### src/rtl/prog_feeder_pkg.sv
// prog_feeder_pkg: opcodes, one-hot tick codes and feeder state encoding
package prog_feeder_pkg;
  localparam logic [2:0] OP_HALT = 3'b000;
  localparam logic [2:0] OP_ADD  = 3'b001;
  localparam logic [2:0] OP_ADDI = 3'b010;
  localparam logic [2:0] OP_SUB  = 3'b011;
  localparam logic [2:0] OP_MOVI = 3'b111;
  localparam logic [3:0] T0 = 4'b0001;
  localparam logic [3:0] T1 = 4'b0010;
  localparam logic [3:0] T2 = 4'b0100;
  localparam logic [3:0] T3 = 4'b1000;
  typedef enum logic [1:0] {S_IDLE, S_FETCH, S_IMM, S_HALT} state_t;
  function automatic logic has_imm(input logic [2:0] op);
    return op == OP_ADDI || op == OP_MOVI;
  endfunction
endpackage

### src/rtl/prog_mem.sv
// prog_mem: DEPTH x 9 program store, synchronous write, asynchronous read
module prog_mem #(
  parameter int ADDR_W = 4,
  parameter int DEPTH  = 2**ADDR_W
) (
  input  logic              clk,
  input  logic              we,
  input  logic [ADDR_W-1:0] waddr,
  input  logic [8:0]        wdata,
  input  logic [ADDR_W-1:0] raddr,
  output logic [8:0]        rdata
);
  logic [8:0] mem [DEPTH];
  always_ff @(posedge clk)
    if (we) mem[waddr] <= wdata;
  assign rdata = mem[raddr];
endmodule

### src/rtl/prog_feeder.sv
// prog_feeder: steps a loaded program onto simple_proc's din in lock-step with its tick
module prog_feeder
  import prog_feeder_pkg::*;
#(
  parameter int ADDR_W = 4,
  parameter int DEPTH  = 2**ADDR_W
) (
  input  logic              clk,
  input  logic              rst,
  input  logic              wr_en,
  input  logic [ADDR_W-1:0] wr_addr,
  input  logic [8:0]        wr_data,
  input  logic              run,
  input  logic [3:0]        tick,
  output logic [8:0]        din,
  output logic [ADDR_W-1:0] pc,
  output logic              busy,
  output logic              done
);
  state_t state, state_n;
  logic [ADDR_W-1:0] pc_n, pc_inc;
  logic [8:0] word;
  logic [2:0] op;
  prog_mem #(.ADDR_W(ADDR_W), .DEPTH(DEPTH)) u_mem (
    .clk  (clk),
    .we   (wr_en && !busy),
    .waddr(wr_addr),
    .wdata(wr_data),
    .raddr(pc),
    .rdata(word)
  );
  assign op     = word[8:6];
  assign pc_inc = pc + ADDR_W'(1);
  assign busy   = state == S_FETCH || state == S_IMM;
  assign done   = state == S_HALT;
  assign din    = busy ? word : 9'h000;
  always_ff @(posedge clk)
    if (rst) begin
      state <= S_IDLE;
      pc    <= '0;
    end else begin
      state <= state_n;
      pc    <= pc_n;
    end
  always_comb begin
    state_n = state;
    pc_n    = pc;
    case (state)
      S_IDLE:
        if (run) begin
          state_n = S_FETCH;
          pc_n    = '0;
        end
      S_FETCH:
        if (tick == T0) begin
          state_n = op == OP_HALT ? S_HALT : has_imm(op) ? S_IMM : S_FETCH;
          pc_n    = op == OP_HALT ? pc : pc_inc;
        end else if (!run) state_n = S_IDLE;
      S_IMM:
        if (tick == T3) begin
          state_n = S_FETCH;
          pc_n    = pc_inc;
        end
      S_HALT:
        if (!run) state_n = S_IDLE;
      default: state_n = S_IDLE;
    endcase
  end
endmodule

### config.mk
export PLATFORM = sky130hd
export DESIGN_NAME = prog_feeder
export DESIGN_NICKNAME = d
export VERILOG_FILES = /design/src/rtl/prog_feeder_pkg.sv /design/src/rtl/prog_mem.sv /design/src/rtl/prog_feeder.sv
export SDC_FILE = /design/constraint.sdc
export NUM_CORES = 1
export LEC_CHECK = 0
export BUFFER_PORTS_ARGS = -buffer_cell sky130_fd_sc_hd__buf_2
export CAP_MARGIN = 20
export CORE_MARGIN = 1
export CORE_UTILIZATION = 50
export DETAILED_ROUTE_END_ITERATION = 10
export PLACE_DENSITY = 0.64
export SLEW_MARGIN = 20
export SYNTH_ARGS = -nofsm -noshare
export SYNTH_HDL_FRONTEND = slang
export SYNTH_SLANG_ARGS = --single-unit
### constraint.sdc
create_clock -name clk -period 3.5 [get_ports clk]
set_input_delay 0 -clock clk [delete_from_list [all_inputs] [get_ports clk]]
set_output_delay 0 -clock clk [all_outputs]
set_load 0.03 [all_outputs]
== Word level (Yosys, flattened, before mapping) ==
Memories as Yosys holds them, arrays and structs flattened. A register that Yosys moved wholly into a read port is not among the register bits.
Cells that the tools add are included.

* Flip-flop bits (word level): 6
* Bits in writable memories: 144
* Output and inout port bits: 15
* Memories: 1

* Add/sub/neg operators: 1
* Eq/ne operators: 11
* Multiplexer cells: 17
* Reduce and logical (&&, ||, !) cells: 9

{| class="wikitable"
|+ Memory list
! name !! depth !! width !! read ports !! clocked after memory_dff !! write ports !! RTL line !! text
|-
| u_mem.mem || 16 || 9 || 1 || 1 || 1 || prog_mem.sv:13 || <nowiki>logic [8:0] mem [DEPTH];</nowiki>
|}

{| class="wikitable"
|+ Operators by type and width
! kind !! count
|-
| 4-bit two-way mux || 6
|-
| 2-bit two-way mux || 6
|-
| 4-bit one-hot mux with 3 select lines || 1
|-
| 9-bit two-way mux || 1
|-
| 2-bit one-hot mux with 4 select lines || 1
|-
| 5-bit AND reduction || 1
|-
| 4-bit by 1-bit adder with 4-bit output, second input constant || 1
|-
| 2-bit == test, second input constant || 2
|-
| 4-bit by 1-bit == test with 1-bit output, second input constant || 1
|-
| 4-bit == test, second input constant || 1
|-
| 2-bit by 1-bit != test with 1-bit output, second input constant || 2
|-
| 2-bit != test, second input constant || 2
|-
| 3-bit by 2-bit == test with 1-bit output, second input constant || 1
|-
| 3-bit == test, second input constant || 1
|-
| 3-bit logical NOT || 1
|-
| 3-bit nonzero test || 1
|-
| 2-bit by 1-bit == test with 1-bit output, second input constant || 1
|-
| 2-bit logical NOT || 1
|-
| 1-bit logical OR || 2
|-
| 1-bit two-way mux || 2
|-
| 2-bit AND reduction || 1
|-
| 1-bit logical AND || 1
|-
| 1-bit logical NOT || 1
|}

== Depth between registers and ports, before layout ==
* Word-level depth: 6
* Depth in mapped cells: 8
* Gate-level depth less buffers: 8

== By module ==
A second synthesis with hierarchy kept.

* Cells, all modules: 311
* Area, all modules: 6155.9 sq um

{| class="wikitable"
|+ Modules (own cells, without submodules)
! module !! instances !! cells an instance !! area an instance (sq um)
|-
| prog_mem || 1 || 245 || 5600.4
|-
| prog_feeder || 1 || 66 || 555.5
|}

== Worst setup path before layout ==
OpenSTA, ideal clock, no wires.

* Kind: reg2reg
* Start point: register state[0]
* End point: memory u_mem.mem[4][0], enable pin
* Data arrival time: 2.247 ns
* Data required time: 3.113 ns
* Setup slack: 0.867 ns
* Stages on the path, launching flop included: 6
* Buffers on the path: 0
* Clock period less this slack: 2.633 ns
* Cell sequence: dfxtp_1 -> inv_1 -> ha_1 -> nand2b_1 -> or3b_2 -> nor3_1

* Cells in the longest elaborated chain, start to end: 6
* Elaborated cells on any way between the ends: 7

{| class="wikitable"
|+ Ends and longest elaborated chain
! what !! RTL line !! text
|-
| from (decl) || prog_feeder.sv:20 || <nowiki>state_t state, state_n;</nowiki>
|-
| from (signal assigned) || prog_feeder.sv:42 || <nowiki>state <= state_n;</nowiki>
|-
| 2-bit by 1-bit == test with 1-bit output or 2-bit == test (tied branches) || prog_feeder.sv:34 || <nowiki>assign busy = state == S_FETCH || state == S_IMM;</nowiki>
|-
| 1-bit logical OR (*) || prog_feeder.sv:34 ||
|-
| net busy || prog_feeder.sv:17 || <nowiki>output logic busy,</nowiki>
|-
| 1-bit logical NOT (*) || prog_feeder.sv:26 || <nowiki>.we (wr_en && !busy),</nowiki>
|-
| 1-bit logical AND (*) || prog_feeder.sv:26 ||
|-
| 1-bit two-way mux (*) || prog_mem.sv:15 || <nowiki>if (we) mem[waddr] <= wdata;</nowiki>
|-
| 1-bit two-way mux (implied by the code) (*) || prog_mem.sv:15 ||
|-
| to (decl) || prog_mem.sv:13 ||
|}

Mark *: on every way through the listed nets, which the timed path passes. The rest lies on a longest branch.

==> flow_summary.yaml <==
timing:
  fin_crit_sh: 0.8680
  rsz0062_at_grt: "no"
  whs_ns: 0.009925
  hold_violations: 0
  relSlewSlack: 0.4686
  fin_crit_ns: 3.038
  finClkSkew_ns: 0.006175
  fin_setup_tns_ns: 0
  max_freq_mhz: 329.2
  tightest_slew_ns: 0.7959
  setup_viol: 0
  drv_slew: 0
worst_setup_path:
  crit_path_start_kind: "register"
  cp_slowest_cell: "dfxtp_2"
  cp.required_ns: 3.50
  critPathKind: "register to output pin"
  slowest_delay_ns: 0.68
  cp_max_fo: 20
  reg2reg_to: "state[0]"
  crit_arrival_ns: 3.04
  crit_chain: "buf_4 -> mux4_1 -> mux4_2 -> and2_1 -> buf_2"
  r2r_cells: 7
  regToRegSetupSlack_ns: 0.62
  cp-end-kind: "output pin"
global_route:
  grt_pass1_wl_um: 18780
  grt.total_usage: 0.2157
  gr-total-overflow: 0
  grt_max_degree: 21
  grt_pass1_vias: 3147
  antenna_found_initial: 0
logic_synthesis:
  synth_area_leader_cell: "edfxtp_1"
  async_reset_ff_frac: 0
  syn-num-nets: 333
  synthTopCellsByArea: "edfxtp_1 (70%), mux4_2 (12%), mux4_1 (3.4%)"
  ys_warn_count: 0
  ys_ff_latch: 154
  synth-main-ff-cell: "edfxtp_1"
  synth_top_area_share: 0.6980
  ys_seq_area_frac: 0.7304
  synth_edf_count: 144
  synth_area_per_cell_um2: 20.18
  synth_cells: 307
  syn-cell-area_um2: 6195
  synth_cell_type_count: 37
clock_tree:
  cts-buffers-inserted: 17
  root_buffer: "clkbuf_16"
  postCtsSetupBuffers: 0
  clk_latency_ns: 0.43
  post_cts_resized: 0
  cts.hold.buffers_added: 11
  cts.path.max_buffers: 2
  h-tree-depth: 4
  cts.clk_slew.worst_paths_ns: 0.06
  cts_tree: "built"
  clock_sinks: 154
routing:
  wl_per_cell_um: 22.19
  first_pass_iters: 5
  vias: 3222
  via_per_inst: 5.693
  wl_um: 12560
  drc: 0
  drt-initial-drc-count: 248
  antenna_left: 0
final_layout:
  final_cell_count_no_fill: 566
  multiInputGateArea_um2: 1574
  area.sequential_um2: 4526
  final_util: 0.6114
  drive_above_1_share: 0.3191
  final_cell_area_um2: 7375
  area_growth_pct: 19.05
  n_antenna_cell: 0
  fin_nets: 411
  fillers: 848
run:
  cap_violations: 0
die:
  die_h_um: 113.3
  fp.dieW_um: 113.3
  initial_core_util: 0.5136
  die_area_um2: 12840
  core_um2: 12060
  pin_count: 36
  core.rowCount: 40
place:
  numPortBuffers: 35
  place_congestion: 0.7497
  dp_hpwl_um: 8093
  placed_area_um2: 6684
  dpl.cell_count: 523
pwr:
  power_density_nw_per_um2: 555.5
  p_leak_uw: 0.002473
  worst_ir_drop_vdd_uv: 397.6
min_path:
  hold_depth: 2
  min_path_type: "input port to register"
  min-delay-start: "wr_addr[0]"
  whs_endpoint: "u_mem.mem[8][5]"
run_status:
  outcome: "completed"
==> cells in the final DEF, fill, tap and decap left out, drive strengths merged <==
cell	synthesis	layout
ha	5	5
buf	7	58
edfxtp	144	144
mux2i	3	3
nand2b	5	5
a41o	1	1
mux4	42	42
dlygate4sd3	0	11
nor2	17	17
nor2b	4	4
or4b	1	1
inv	7	9
o2bb2ai	4	4
and2	9	9
and3	1	1
nand2	10	10
dfxtp	10	10
nand3	7	7
bufinv	0	3
nor3	5	5
nand4b	1	1
clkinv	0	9
a22oi	2	2
nor4b	1	1
clkbuf	3	18
or3	1	1
o22ai	5	5
a21oi	3	3
or2	1	1
a211oi	1	1
o21ai	3	3
or3b	1	1
o2111ai	1	1
o21bai	1	1
o41a	1	1
==> registers in the layout, summed over array words and instances, names as in the netlist, named ones only <==
signal     count
pc             4
u_mem.mem    144
state          2
==> where the power goes <==
part           total [uW]  internal, uW  switching (uW)
combinational         243           107             136
clock                1800          1110             692
sequential           2050          2040            16.5
total                4100          3250             844
==> kinds of logic after synthesis <==
logic type,count (synthesis),share of synthesized area
mux,45,0.1624
buf+inv,17,0.01555
flops,154,0.7304
simple gates,64,0.05474
fa+ha+maj,5,0.01010
compound gates,22,0.02686
==> critical path: cells and delay by family (launching register included) <==
| kind | cells | cell delay [ns] |
|---|---|---|
| AND/OR/NAND/NOR | 1 | 0.18 |
| flip-flops | 1 | 0.68 |
| buffers and inverters | 2 | 0.64 |
| multiplexers | 2 | 1.08 |
==> area by class of cell <==
| type | instances | area share |
|---|---|---|
| clock buffer | 18 | 0.05819 |
| multi-input combinational | 136 | 0.2134 |
| inverter | 7 | 0.003563 |
| clock inverter | 14 | 0.02053 |
| tap | 168 | 0.02850 |
| sequential | 154 | 0.6137 |
| timing repair buffer | 69 | 0.06210 |
==> synth_stat cells (5+ instances only) <==
master	instances
and2_1	9
dfxtp_1	10
nand3_1	5
mux4_2	34
nor3_1	5
o22ai_1	5
mux4_1	8
nor2_1	17
inv_1	7
nand2_1	10
edfxtp_1	144
ha_1	5
nand2b_1	5
==> how the worst max path moves through the flow <==
| stage | cells past startpoint | slack [ns] | end |
|---|---|---|---|
| finish | 5 | 0.46 | din[0] |
| global placement | 6 | 0.84 | register |
| floorplan | 5 | 0.87 | u_mem.mem[4][0] |
| global route | 5 | 0.26 | din[0] |
| detailed placement | 6 | 0.82 | register |
| CTS | 5 | 0.40 | din[0] |
==> through the flow <==
| stage | power (uW) | setup slack [ns] |
|---|---|---|
| 2_1_floorplan | 2243 | 0.8669 |
| 3_3_place_gp | 2321 | 0.8392 |
| 3_5_place_dp | 2326 | 0.8218 |
| 4_1_cts | 4119 | 0.3996 |
| 5_1_grt | 4222 | 0.2618 |
| 6_report | 4096 | 0.4622 |
==> metal layers <==
metal | vias to the layer above | GRT usage | share of wire
li1 | 1433 | - | -
met1 | 1644 | 0.2838 | 0.42
met2 | 126 | 0.3403 | 0.50
met3 | 19 | 0.06320 | 0.060
met4 | 0 | 0.08947 | 0.017
met5 | - | 0 | 0
Note: power is estimated with default switching activity, not from simulation.
